===== src/rtl/rib_arbiter_pkg.sv =====
`timescale 1ns/1ps
// rib_arbiter_pkg: shared types and constants for the RIB arbiter slice.
package rib_arbiter_pkg;

  typedef enum logic {
    ARB_IDLE = 1'b0,
    ARB_BUSY = 1'b1
  } arb_state_e;

  localparam logic [1:0] MASTER_IFETCH = 2'd0;
  localparam logic [1:0] MASTER_LSU    = 2'd1;
  localparam logic [1:0] MASTER_DEBUG  = 2'd2;

  localparam logic HoldEnable  = 1'b1;
  localparam logic HoldDisable = 1'b0;

  // One-hot decode of a master index into the widest legal request vector.
  function automatic logic [3:0] onehot4(input logic [1:0] id);
    onehot4 = 4'b0001 << id;
  endfunction

endpackage


===== src/rtl/rib_arbiter_rr_pick.sv =====
`timescale 1ns/1ps
// rib_rr_pick: combinational round-robin search. Scans (req & mask) starting
// one past last_id, wrapping once; the first set bit wins.
module rib_rr_pick
  import rib_arbiter_pkg::*;
#(
  parameter int unsigned NUM_MASTERS = 3
) (
  input  logic [NUM_MASTERS-1:0] req,
  input  logic [NUM_MASTERS-1:0] mask,
  input  logic [1:0]             last_id,
  output logic [1:0]             winner_id,
  output logic                   found
);

  logic [3:0]  cand;
  int unsigned idx;

  // Walk the candidates in priority order after the last owner.
  always_comb begin
    cand      = 4'(req & mask);
    idx       = 0;
    winner_id = '0;
    found     = 1'b0;
    for (int unsigned off = 1; off <= NUM_MASTERS; off++) begin
      idx = (32'(last_id) + off) % NUM_MASTERS;
      if (!found && cand[2'(idx)]) begin
        winner_id = 2'(idx);
        found     = 1'b1;
      end
    end
  end

endmodule


===== src/rtl/rib_arbiter.sv =====
`timescale 1ns/1ps
// rib_arbiter: registered round-robin arbiter / transaction sequencer for RIB.
// Optional access timeout with bus error: define RIB_ARB_TIMEOUT_EN.
module rib_arbiter
  import rib_arbiter_pkg::*;
#(
  parameter int unsigned NUM_MASTERS    = 3,
  parameter int unsigned TIMEOUT_CYCLES = 16,
  parameter int unsigned CNT_W          = 5
) (
  input  logic                   clk,
  input  logic                   rst,
  input  logic [NUM_MASTERS-1:0] req,
  input  logic                   slv_ack,
  output logic [NUM_MASTERS-1:0] grant,
  output logic [1:0]             grant_id,
  output logic                   grant_valid,
  output logic [NUM_MASTERS-1:0] done,
  output logic                   bus_err,
  output logic                   hold_flag
);

  if (NUM_MASTERS < 2 || NUM_MASTERS > 4 || TIMEOUT_CYCLES < 2 ||
      (64'd1 << CNT_W) <= 64'(TIMEOUT_CYCLES)) begin : g_bad_params
    $error("rib_arbiter: illegal parameter combination");
  end

  arb_state_e             state_q, state_d;
  logic [NUM_MASTERS-1:0] grant_q, grant_d;
  logic [NUM_MASTERS-1:0] done_q, done_d;
  logic [1:0]             grant_id_q, grant_id_d;
  logic [1:0]             last_id_q, last_id_d;
  logic                   grant_valid_q, grant_valid_d;

  logic [NUM_MASTERS-1:0] pick_mask;
  logic [1:0]             pick_last;
  logic [1:0]             pick_id;
  logic                   pick_found;
  logic [3:0]             req_ext;
  logic                   rel_bus;
  logic                   load_new;

`ifdef RIB_ARB_TIMEOUT_EN
  logic [CNT_W-1:0]       wait_cnt_q, wait_cnt_d;
  logic                   bus_err_q, bus_err_d;
`endif

  // Picker inputs: IDLE searches from last_id; BUSY re-arbitrates from the
  // current owner (the pointer it is about to take) and masks it out.
  always_comb begin
    pick_mask = '1;
    pick_last = last_id_q;
    if (state_q == ARB_BUSY) begin
      pick_mask = ~NUM_MASTERS'(onehot4(grant_id_q));
      pick_last = grant_id_q;
    end
  end

  rib_rr_pick #(
    .NUM_MASTERS(NUM_MASTERS)
  ) u_pick (
    .req      (req),
    .mask     (pick_mask),
    .last_id  (pick_last),
    .winner_id(pick_id),
    .found    (pick_found)
  );

  // Next-state: grant on request, release on ack/abandon/timeout, chain grants.
  always_comb begin
    state_d       = state_q;
    grant_d       = grant_q;
    grant_id_d    = grant_id_q;
    grant_valid_d = grant_valid_q;
    last_id_d     = last_id_q;
    done_d        = '0;
    rel_bus       = 1'b0;
    load_new      = 1'b0;
    req_ext       = 4'(req);
`ifdef RIB_ARB_TIMEOUT_EN
    wait_cnt_d    = wait_cnt_q;
    bus_err_d     = 1'b0;
`endif
    case (state_q)
      ARB_IDLE: begin
        load_new = pick_found;
      end
      ARB_BUSY: begin
        if (slv_ack) begin
          done_d  = NUM_MASTERS'(onehot4(grant_id_q));
          rel_bus = 1'b1;
        end else if (!req_ext[grant_id_q]) begin
          rel_bus = 1'b1;
`ifdef RIB_ARB_TIMEOUT_EN
        end else if (wait_cnt_q == CNT_W'(TIMEOUT_CYCLES - 1)) begin
          done_d    = NUM_MASTERS'(onehot4(grant_id_q));
          bus_err_d = 1'b1;
          rel_bus   = 1'b1;
        end else if (wait_cnt_q != '1) begin
          wait_cnt_d = wait_cnt_q + 1'b1;
`endif
        end
        if (rel_bus) begin
          last_id_d = grant_id_q;
          load_new  = pick_found;
        end
      end
      default: state_d = ARB_IDLE;
    endcase

    if (load_new) begin
      state_d       = ARB_BUSY;
      grant_d       = NUM_MASTERS'(onehot4(pick_id));
      grant_id_d    = pick_id;
      grant_valid_d = 1'b1;
`ifdef RIB_ARB_TIMEOUT_EN
      wait_cnt_d    = '0;
`endif
    end else if (rel_bus) begin
      state_d       = ARB_IDLE;
      grant_d       = '0;
      grant_id_d    = '0;
      grant_valid_d = 1'b0;
    end
  end

  // State and registered outputs; reset kills any access in flight.
  always_ff @(posedge clk or negedge rst) begin
    if (!rst) begin
      state_q       <= ARB_IDLE;
      grant_q       <= '0;
      grant_id_q    <= '0;
      grant_valid_q <= 1'b0;
      done_q        <= '0;
      last_id_q     <= 2'(NUM_MASTERS - 1);
    end else begin
      state_q       <= state_d;
      grant_q       <= grant_d;
      grant_id_q    <= grant_id_d;
      grant_valid_q <= grant_valid_d;
      done_q        <= done_d;
      last_id_q     <= last_id_d;
    end
  end

`ifdef RIB_ARB_TIMEOUT_EN
  // Wait counter and bus error pulse.
  always_ff @(posedge clk or negedge rst) begin
    if (!rst) begin
      wait_cnt_q <= '0;
      bus_err_q  <= 1'b0;
    end else begin
      wait_cnt_q <= wait_cnt_d;
      bus_err_q  <= bus_err_d;
    end
  end

  assign bus_err = bus_err_q;
`else
  assign bus_err = 1'b0;
`endif

  // Stall unless only instruction fetch is involved.
  always_comb begin
    hold_flag = HoldDisable;
    if ((|req[NUM_MASTERS-1:1]) ||
        (grant_valid_q && (grant_id_q != MASTER_IFETCH))) begin
      hold_flag = HoldEnable;
    end
  end

  assign grant       = grant_q;
  assign grant_id    = grant_id_q;
  assign grant_valid = grant_valid_q;
  assign done        = done_q;

endmodule


===== config.mk =====
export PLATFORM = sky130hd
export DESIGN_NAME = rib_arbiter
export DESIGN_NICKNAME = d
export VERILOG_FILES = /design/src/rtl/rib_arbiter_pkg.sv /design/src/rtl/rib_arbiter_rr_pick.sv /design/src/rtl/rib_arbiter.sv
export SDC_FILE = /design/constraint.sdc
export NUM_CORES = 1
export LEC_CHECK = 0
export CAP_MARGIN = 25
export CORE_MARGIN = 5
export CORE_UTILIZATION = 35
export CTS_CLUSTER_SIZE = 10
export DETAILED_ROUTE_END_ITERATION = 12
export SLEW_MARGIN = 20
export SYNTH_ARGS = -nofsm -noshare
export SYNTH_HDL_FRONTEND = slang
export SYNTH_SLANG_ARGS = --single-unit

===== constraint.sdc =====
create_clock -name clk -period 4.3 [get_ports clk]
set_input_delay 0.43 -clock clk [delete_from_list [all_inputs] [get_ports clk]]
set_output_delay 0.43 -clock clk [all_outputs]
set_load 0.02 [all_outputs]

=== Word level (Yosys, flattened, before mapping) ===
Index checks and enable logic that the tools add are counted.
W data, S select, Z words.

* Bits in registers: 11
* Logic and storage cells: 61
* Output and inout port bits: 11
* Input bits: 6

* Shift operators: 2
* Magnitude comparators: 4
* $add $sub $neg: 3
* Divide/modulo/power cells: 3
* Reduce and logical (&&, ||, !) cells: 10
* Bitwise logic cells: 3
* Mux-type cells: 31

{| class="wikitable"
|+ Operator list
! kind !! count
|-
| $mod A32 B2 Y32 const B || 3
|-
| $mux W1 || 15
|-
| $mux W3 || 5
|-
| $lt A2 B3 Y1 const B || 4
|-
| $mux W2 || 6
|-
| $bmux W1 S2 || 4
|-
| $add A2 B2 Y3 const B || 2
|-
| $shl A1 B2 Y3 const A || 2
|-
| $reduce_bool A2 Y1 || 2
|-
| $add A2 B1 Y3 const B || 1
|-
| $and A3 B3 Y3 || 1
|-
| $logic_and A1 B1 Y1 || 3
|-
| $not A3 Y3 || 1
|-
| $logic_not A1 Y1 || 2
|-
| $pmux W1 S2 || 1
|-
| $reduce_and A2 Y1 || 1
|-
| $reduce_or A2 Y1 || 1
|-
| $logic_or A1 B1 Y1 || 1
|-
| $not A1 Y1 || 1
|}

=== Logic depth before layout (Yosys ltp) ===
* Word-level depth: 16
* Gate-level depth with buffers: 9
* Mapped depth without buffers: 8

=== By module ===
Synthesis repeated with hierarchy kept, for this count alone.

* Cells, all modules: 96
* Area, all modules: 869.6 sq um

{| class="wikitable"
|+ Modules (own cells, without submodules)
! module !! cells each !! area an instance (sq um) !! instances !! seq. area each (sq um)
|-
| rib_arbiter || 74 || 720.7 || 1 || 276.5
|-
| rib_rr_pick || 22 || 148.9 || 1 || 0.0
|}

=== Worst setup path after synthesis ===
Ideal clock, no wire load.

* Path kind: flip-flop to flip-flop
* Start point: reg state_q
* End point: reg grant_q[0], in the netlist grant[0]
* Data arrival time: 2.432 ns
* Data required time: 4.174 ns
* Stages on the path, launching flop included: 9
* Path buffers: 1
* Library setup time: 0.126 ns
* Setup slack: 1.741 ns
* Clock period less this slack: 2.559 ns
* Cells stage by stage: dfrtp_1 -> buf_2 -> mux2i_1 -> inv_1 -> ha_1 -> o32a_1 -> a32o_1 -> or2_1 -> a311o_1

* Longest elaborated chain between the ends: 15
* Elaborated cells on any way between the ends: 32
* Those cells by class: add/sub (3); div (3); shift (1); mux (18); bitwise (2); reduce/logical (5)

{| class="wikitable"
|+ Ends and longest elaborated chain
! element !! line !! source
|-
| start: declaration || rib_arbiter.sv:28 || <nowiki>arb_state_e state_q, state_d;</nowiki>
|-
| start signal: assignment || rib_arbiter.sv:137 || <nowiki>state_q <= state_d;</nowiki>
|-
| $mux W2 || rib_arbiter.sv:53 || <nowiki>if (state_q == ARB_BUSY) begin</nowiki>
|-
| $add A2 B1 Y3 || rib_arbiter_rr_pick.sv:26 || <nowiki>idx = (32'(last_id) + off) % NUM_MASTERS;</nowiki>
|-
| $mod A32 B2 Y32 || rib_arbiter_rr_pick.sv:26 ||
|-
| $bmux W1 S2 || rib_arbiter_rr_pick.sv:27 || <nowiki>if (!found && cand[2'(idx)]) begin</nowiki>
|-
| $mux W1 (not written as such) || rib_arbiter_rr_pick.sv:27 ||
|-
| $mux W1 || rib_arbiter_rr_pick.sv:27 ||
|-
| $logic_not A1 Y1 || rib_arbiter_rr_pick.sv:27 ||
|-
| $logic_and A1 B1 Y1 || rib_arbiter_rr_pick.sv:27 ||
|-
| $mux W1 || rib_arbiter_rr_pick.sv:27 ||
|-
| $logic_not A1 Y1 || rib_arbiter_rr_pick.sv:27 ||
|-
| $logic_and A1 B1 Y1 || rib_arbiter_rr_pick.sv:27 ||
|-
| $mux W1 || rib_arbiter_rr_pick.sv:27 ||
|-
| $mux W1 || rib_arbiter.sv:103 || <nowiki>if (rel_bus) begin</nowiki>
|-
| $pmux W1 S2 || rib_arbiter.sv:84 || <nowiki>case (state_q)</nowiki>
|-
| $mux W3 / $reduce_bool A2 Y1 (equally long branches) || n/a ||
|-
| end signal: assignment || rib_arbiter.sv:138 || <nowiki>grant_q <= grant_d;</nowiki>
|-
| end: declaration || rib_arbiter.sv:29 || <nowiki>logic [NUM_MASTERS-1:0] grant_q, grant_d;</nowiki>
|}

Parallel ways exist; a longest one is shown, timed or not. The select of a mux whose other input is x is not followed.
A chain may end at the register's enable or synchronous reset.

=== Worst setup path in the final report ===
* Start point: reg state_q
* End point: reg grant_id_q[1], in the netlist grant_id[1]

* Longest elaborated chain between the ends: 15
* Elaborated cells on any way between the ends: 31
* Those cells by class: add/sub (3); div (3); mux (18); bitwise (2); reduce/logical (5)

{| class="wikitable"
|+ Ends and longest elaborated chain
! element !! line !! source
|-
| $mux W2 || rib_arbiter.sv:53 ||
|-
| $add A2 B1 Y3 || rib_arbiter_rr_pick.sv:26 ||
|-
| $mod A32 B2 Y32 || rib_arbiter_rr_pick.sv:26 ||
|-
| $bmux W1 S2 || rib_arbiter_rr_pick.sv:27 ||
|-
| $mux W1 (not written as such) || rib_arbiter_rr_pick.sv:27 ||
|-
| $mux W1 || rib_arbiter_rr_pick.sv:27 ||
|-
| $logic_not A1 Y1 || rib_arbiter_rr_pick.sv:27 ||
|-
| $logic_and A1 B1 Y1 || rib_arbiter_rr_pick.sv:27 ||
|-
| $mux W1 || rib_arbiter_rr_pick.sv:27 ||
|-
| $logic_not A1 Y1 || rib_arbiter_rr_pick.sv:27 ||
|-
| $logic_and A1 B1 Y1 || rib_arbiter_rr_pick.sv:27 ||
|-
| $mux W1 || rib_arbiter_rr_pick.sv:27 ||
|-
| $mux W1 || rib_arbiter.sv:103 ||
|-
| $pmux W1 S2 || rib_arbiter.sv:84 ||
|-
| $mux W2 / $reduce_bool A2 Y1 (equally long branches) || n/a ||
|-
| end signal: assignment || rib_arbiter.sv:139 || <nowiki>grant_id_q <= grant_id_d;</nowiki>
|-
| end: declaration || rib_arbiter.sv:31 || <nowiki>logic [1:0] grant_id_q, grant_id_d;</nowiki>
|}

Parallel ways exist; a longest one is shown, timed or not. The select of a mux whose other input is x is not followed.

==> load_flow_metrics.sql <==
INSERT INTO impl_metrics (metric_group, metric, value, unit) VALUES
('synth', 'post-synth-top-area-fraction', '0.327', ''),
('die', 'design.portCount', '17', ''),
('sta', 'final_period_minus_worst_setup_slack', '2640', 'ps'),
('synth', 'postSynth.topFlopCell', 'sky130_fd_sc_hd__dfrtp_1', ''),
('clock_tree', 'worst_skew_pair_later_pin_latency', '270', 'ps'),
('synth', 'synth_cell_type_count', '37', ''),
('power_and_ir_drop', 'comb_power_share', '0.620', ''),
('synth', 'synthArstFlopShare', '1.00', ''),
('global_routing', 'gr-usage-all-layers', '0.119', ''),
('drt', 'routed_wl', '1.71', 'mm'),
('synth', 'synth_fp_nets', '92', ''),
('power_and_ir_drop', 'power_switching', '328', 'µW'),
('synth', 'synth-warning-count', '0', ''),
('placed_design', 'pre_cts_slack', '1660', 'ps'),
('synth', 'synth_edf_count', '0', ''),
('clock_tree', 'clock_tree.buffer_depth', '2', ''),
('setup_path', 'worst_path_arrival_time', '2800', 'ps'),
('global_routing', 'grt_antenna_before_repair', '0', ''),
('clock_tree', 'cts_clk_pin_slew_worst_paths', '70', 'ps'),
('die', 'core.rowCount', '17', ''),
('sta', 'timing.final.crit_share', '0.614', ''),
('global_routing', 'grt_first_pass_wirelength', '3.00', 'mm'),
('setup_path', 'ff2ff_path_depth', '7', ''),
('setup_path', 'reg2reg_slack', '1660', 'ps'),
('finish', 'antenna_cells', '0', ''),
('setup_path', 'crit_path_start_kind', 'register', ''),
('power_and_ir_drop', 'power.sequential.fraction', '0.284', ''),
('synth', 'yosys-top-cells-area', 'sky130_fd_sc_hd__dfrtp_1, sky130_fd_sc_hd__mux2i_1, sky130_fd_sc_hd__a311o_1', ''),
('power_and_ir_drop', 'power.share.clock', '0.097', ''),
('setup_path', 'worst-endpoint-required', '4460', 'ps'),
('placed_design', 'port_buffers', '15', ''),
('global_routing', 'first_global_vias', '677', ''),
('drt', 'vias_per_cell', '5.50', ''),
('synth', 'synth_seq_cells', '11', ''),
('clock_tree', 'clock-root-buffer', 'sky130_fd_sc_hd__clkbuf_4', ''),
('sta', 'totalNegativeSetupSlack', '0', 'ps'),
('run_status', 'run_status', 'finished clean', ''),
('placed_design', 'hpwl', '1.25', 'mm'),
('job', 'max_cap_violations', '0', ''),
('clock_tree', 'clock_tree_from_tritoncts', 'done', ''),
('power_and_ir_drop', 'vdd_drop_max', '0.394', 'mV'),
('sta', 'setup_slack', '1660', 'ps'),
('synth', 'yosys.area.top_type', 'sky130_fd_sc_hd__dfrtp_1', ''),
('sta', 'timing_worst_slew_pin_value', '737', 'ps'),
('sta', 'finalHoldViolCount', '0', ''),
('clock_tree', 'cts-htree-levels', '1', ''),
('sta', 'final_max_slew_viol_count', '0', ''),
('global_routing', 'global_route.overflow_total', '0', ''),
('synth', 'syn_area_per_cell', '9.10', 'µm²'),
('sta', 'maxClockFrequency', '0.378', 'GHz'),
('clock_tree', 'cts_resizes', '0', ''),
('finish', 'nets', '108', ''),
('sta', 'fin_skew', '1.54', 'ps'),
('power_and_ir_drop', 'sw_frac_of_total', '0.448', ''),
('die', 'initial_utilization', '0.356', ''),
('sta', 'worst_hold_slack', '488', 'ps'),
('setup_path', 'worstReg2RegStart', 'state_q', ''),
('drt', 'detail_route.iter0.violations', '20', ''),
('setup_path', 'worstSetupEndpointType', 'register', ''),
('setup_path', 'crit_fanout', '15', ''),
('power_and_ir_drop', 'leakage', '0.410', 'nW'),
('sta', 'setup_viol', '0', ''),
('setup_path', 'timing_worst_setup_path_type', 'reg2reg', ''),
('finish', 'area_growth', '24.9', '%'),
('power_and_ir_drop', 'power_report.internal_total', '403', 'µW'),
('die', 'dieArea', '3220', 'µm²'),
('placed_design', 'gp_congestion', '0.791', ''),
('finish', 'layout_common_cells', 'sky130_fd_sc_hd__clkdlybuf4s50_1, sky130_fd_sc_hd__dfrtp_1, sky130_fd_sc_hd__nor2_1', ''),
('drt', 'route.antenna.remaining_nets', '0', ''),
('finish', 'commonest_non_fill_non_tap_cell_in_the_layout', 'sky130_fd_sc_hd__clkdlybuf4s50_1', ''),
('finish', 'post_route_cells_drive_above_1_share', '0.0808', '');
==> Yosys cell counts (2+ instances only) <==
cell and number:
sky130_fd_sc_hd__mux2_2 2, sky130_fd_sc_hd__nor2_1 7, sky130_fd_sc_hd__o21ai_0 3, sky130_fd_sc_hd__nand2_1 6, sky130_fd_sc_hd__and2_1 2, sky130_fd_sc_hd__nand3b_1 3, sky130_fd_sc_hd__mux2i_1 4, sky130_fd_sc_hd__dfrtp_1 10
sky130_fd_sc_hd__o21a_1 2, sky130_fd_sc_hd__nor3b_1 3, sky130_fd_sc_hd__ha_1 2, sky130_fd_sc_hd__inv_1 6, sky130_fd_sc_hd__nand2b_1 2, sky130_fd_sc_hd__a311o_1 3, sky130_fd_sc_hd__nor3_1 3, sky130_fd_sc_hd__a2111oi_0 2
sky130_fd_sc_hd__and3b_1 2, sky130_fd_sc_hd__nor4_1 2, sky130_fd_sc_hd__buf_2 2
==> cell families after synthesis <==
family,synth area share
AND/OR/NAND/NOR,0.270
AO/OA/AOI/OAI,0.192
flip-flops,0.362
buffers and inverters,0.0573
multiplexers,0.0818
adder cells (fa/ha/maj),0.0327
other,0.00491
==> final cells by class <==
cell class	instances	area, µm²
repair buffers	15	150
fillers	213	1190
flip-flops and latches	11	277
clock buffers	4	26.3
multi-input cells	63	444
inverters	6	22.5
well taps	28	35.0
==> sequential cells by signal, indices dropped and copies added (netlist names) <==
name,flops
state_q,1
done,3
grant_id,2
last_id_q,2
grant,3
==> layer usage <==
metal,GRT usage,up-vias,wire [µm]
met1,0.149,333,849
met5,0,-,0
met4,0.103,0,55
met2,0.172,19,739
met3,0.0230,5,66
li1,-,342,-
==> power by group through the flow <==
stage          logic [mW]  clock network, mW  registers, mW
2_1_floorplan       0.318                  0          0.212
4_1_cts             0.455             0.0749          0.209
3_3_place_gp        0.452                  0          0.210
5_1_grt             0.498             0.0812          0.220
3_5_place_dp        0.452                  0          0.211
6_report            0.453             0.0706          0.207
==> worst max-delay path by stage <==
| stage | end | start | slack, ps | cells after the start |
|---|---|---|---|---|
| finish | grant_id[1] | state_q | 1660 | 7 |
| global route | grant_id[1] | state_q | 1490 | 7 |
| CTS | grant_id[1] | state_q | 1650 | 7 |
| detailed placement | grant_id[1] | state_q | 1660 | 7 |
| global placement | grant_id[1] | state_q | 1650 | 7 |
| floorplan | grant[0] | state_q | 1740 | 8 |
==> metrics by stage <==
| stage | utilization | instance area [µm²] | power (mW) | cells |
|---|---|---|---|---|
| 2_1_floorplan | - | 764 | 0.530 | 84 |
| 3_3_place_gp | 0.432 | 928 | 0.661 | 123 |
| 3_5_place_dp | 0.432 | 928 | 0.663 | 123 |
| 4_1_cts | 0.444 | 955 | 0.739 | 127 |
| 5_1_grt | 0.444 | 955 | 0.800 | 127 |
| 6_report | 0.444 | 955 | 0.731 | 127 |
==> worst max-delay path: stages (launching register included) <==
cell and delay, ps:
sky130_fd_sc_hd__dfrtp_1 620, sky130_fd_sc_hd__mux2i_1 290, sky130_fd_sc_hd__inv_1 70, sky130_fd_sc_hd__ha_1 280
sky130_fd_sc_hd__o32a_1 360, sky130_fd_sc_hd__a32o_1 280, sky130_fd_sc_hd__or2_1 270, sky130_fd_sc_hd__a311o_1 360
Power figures use the tool's default switching activity.
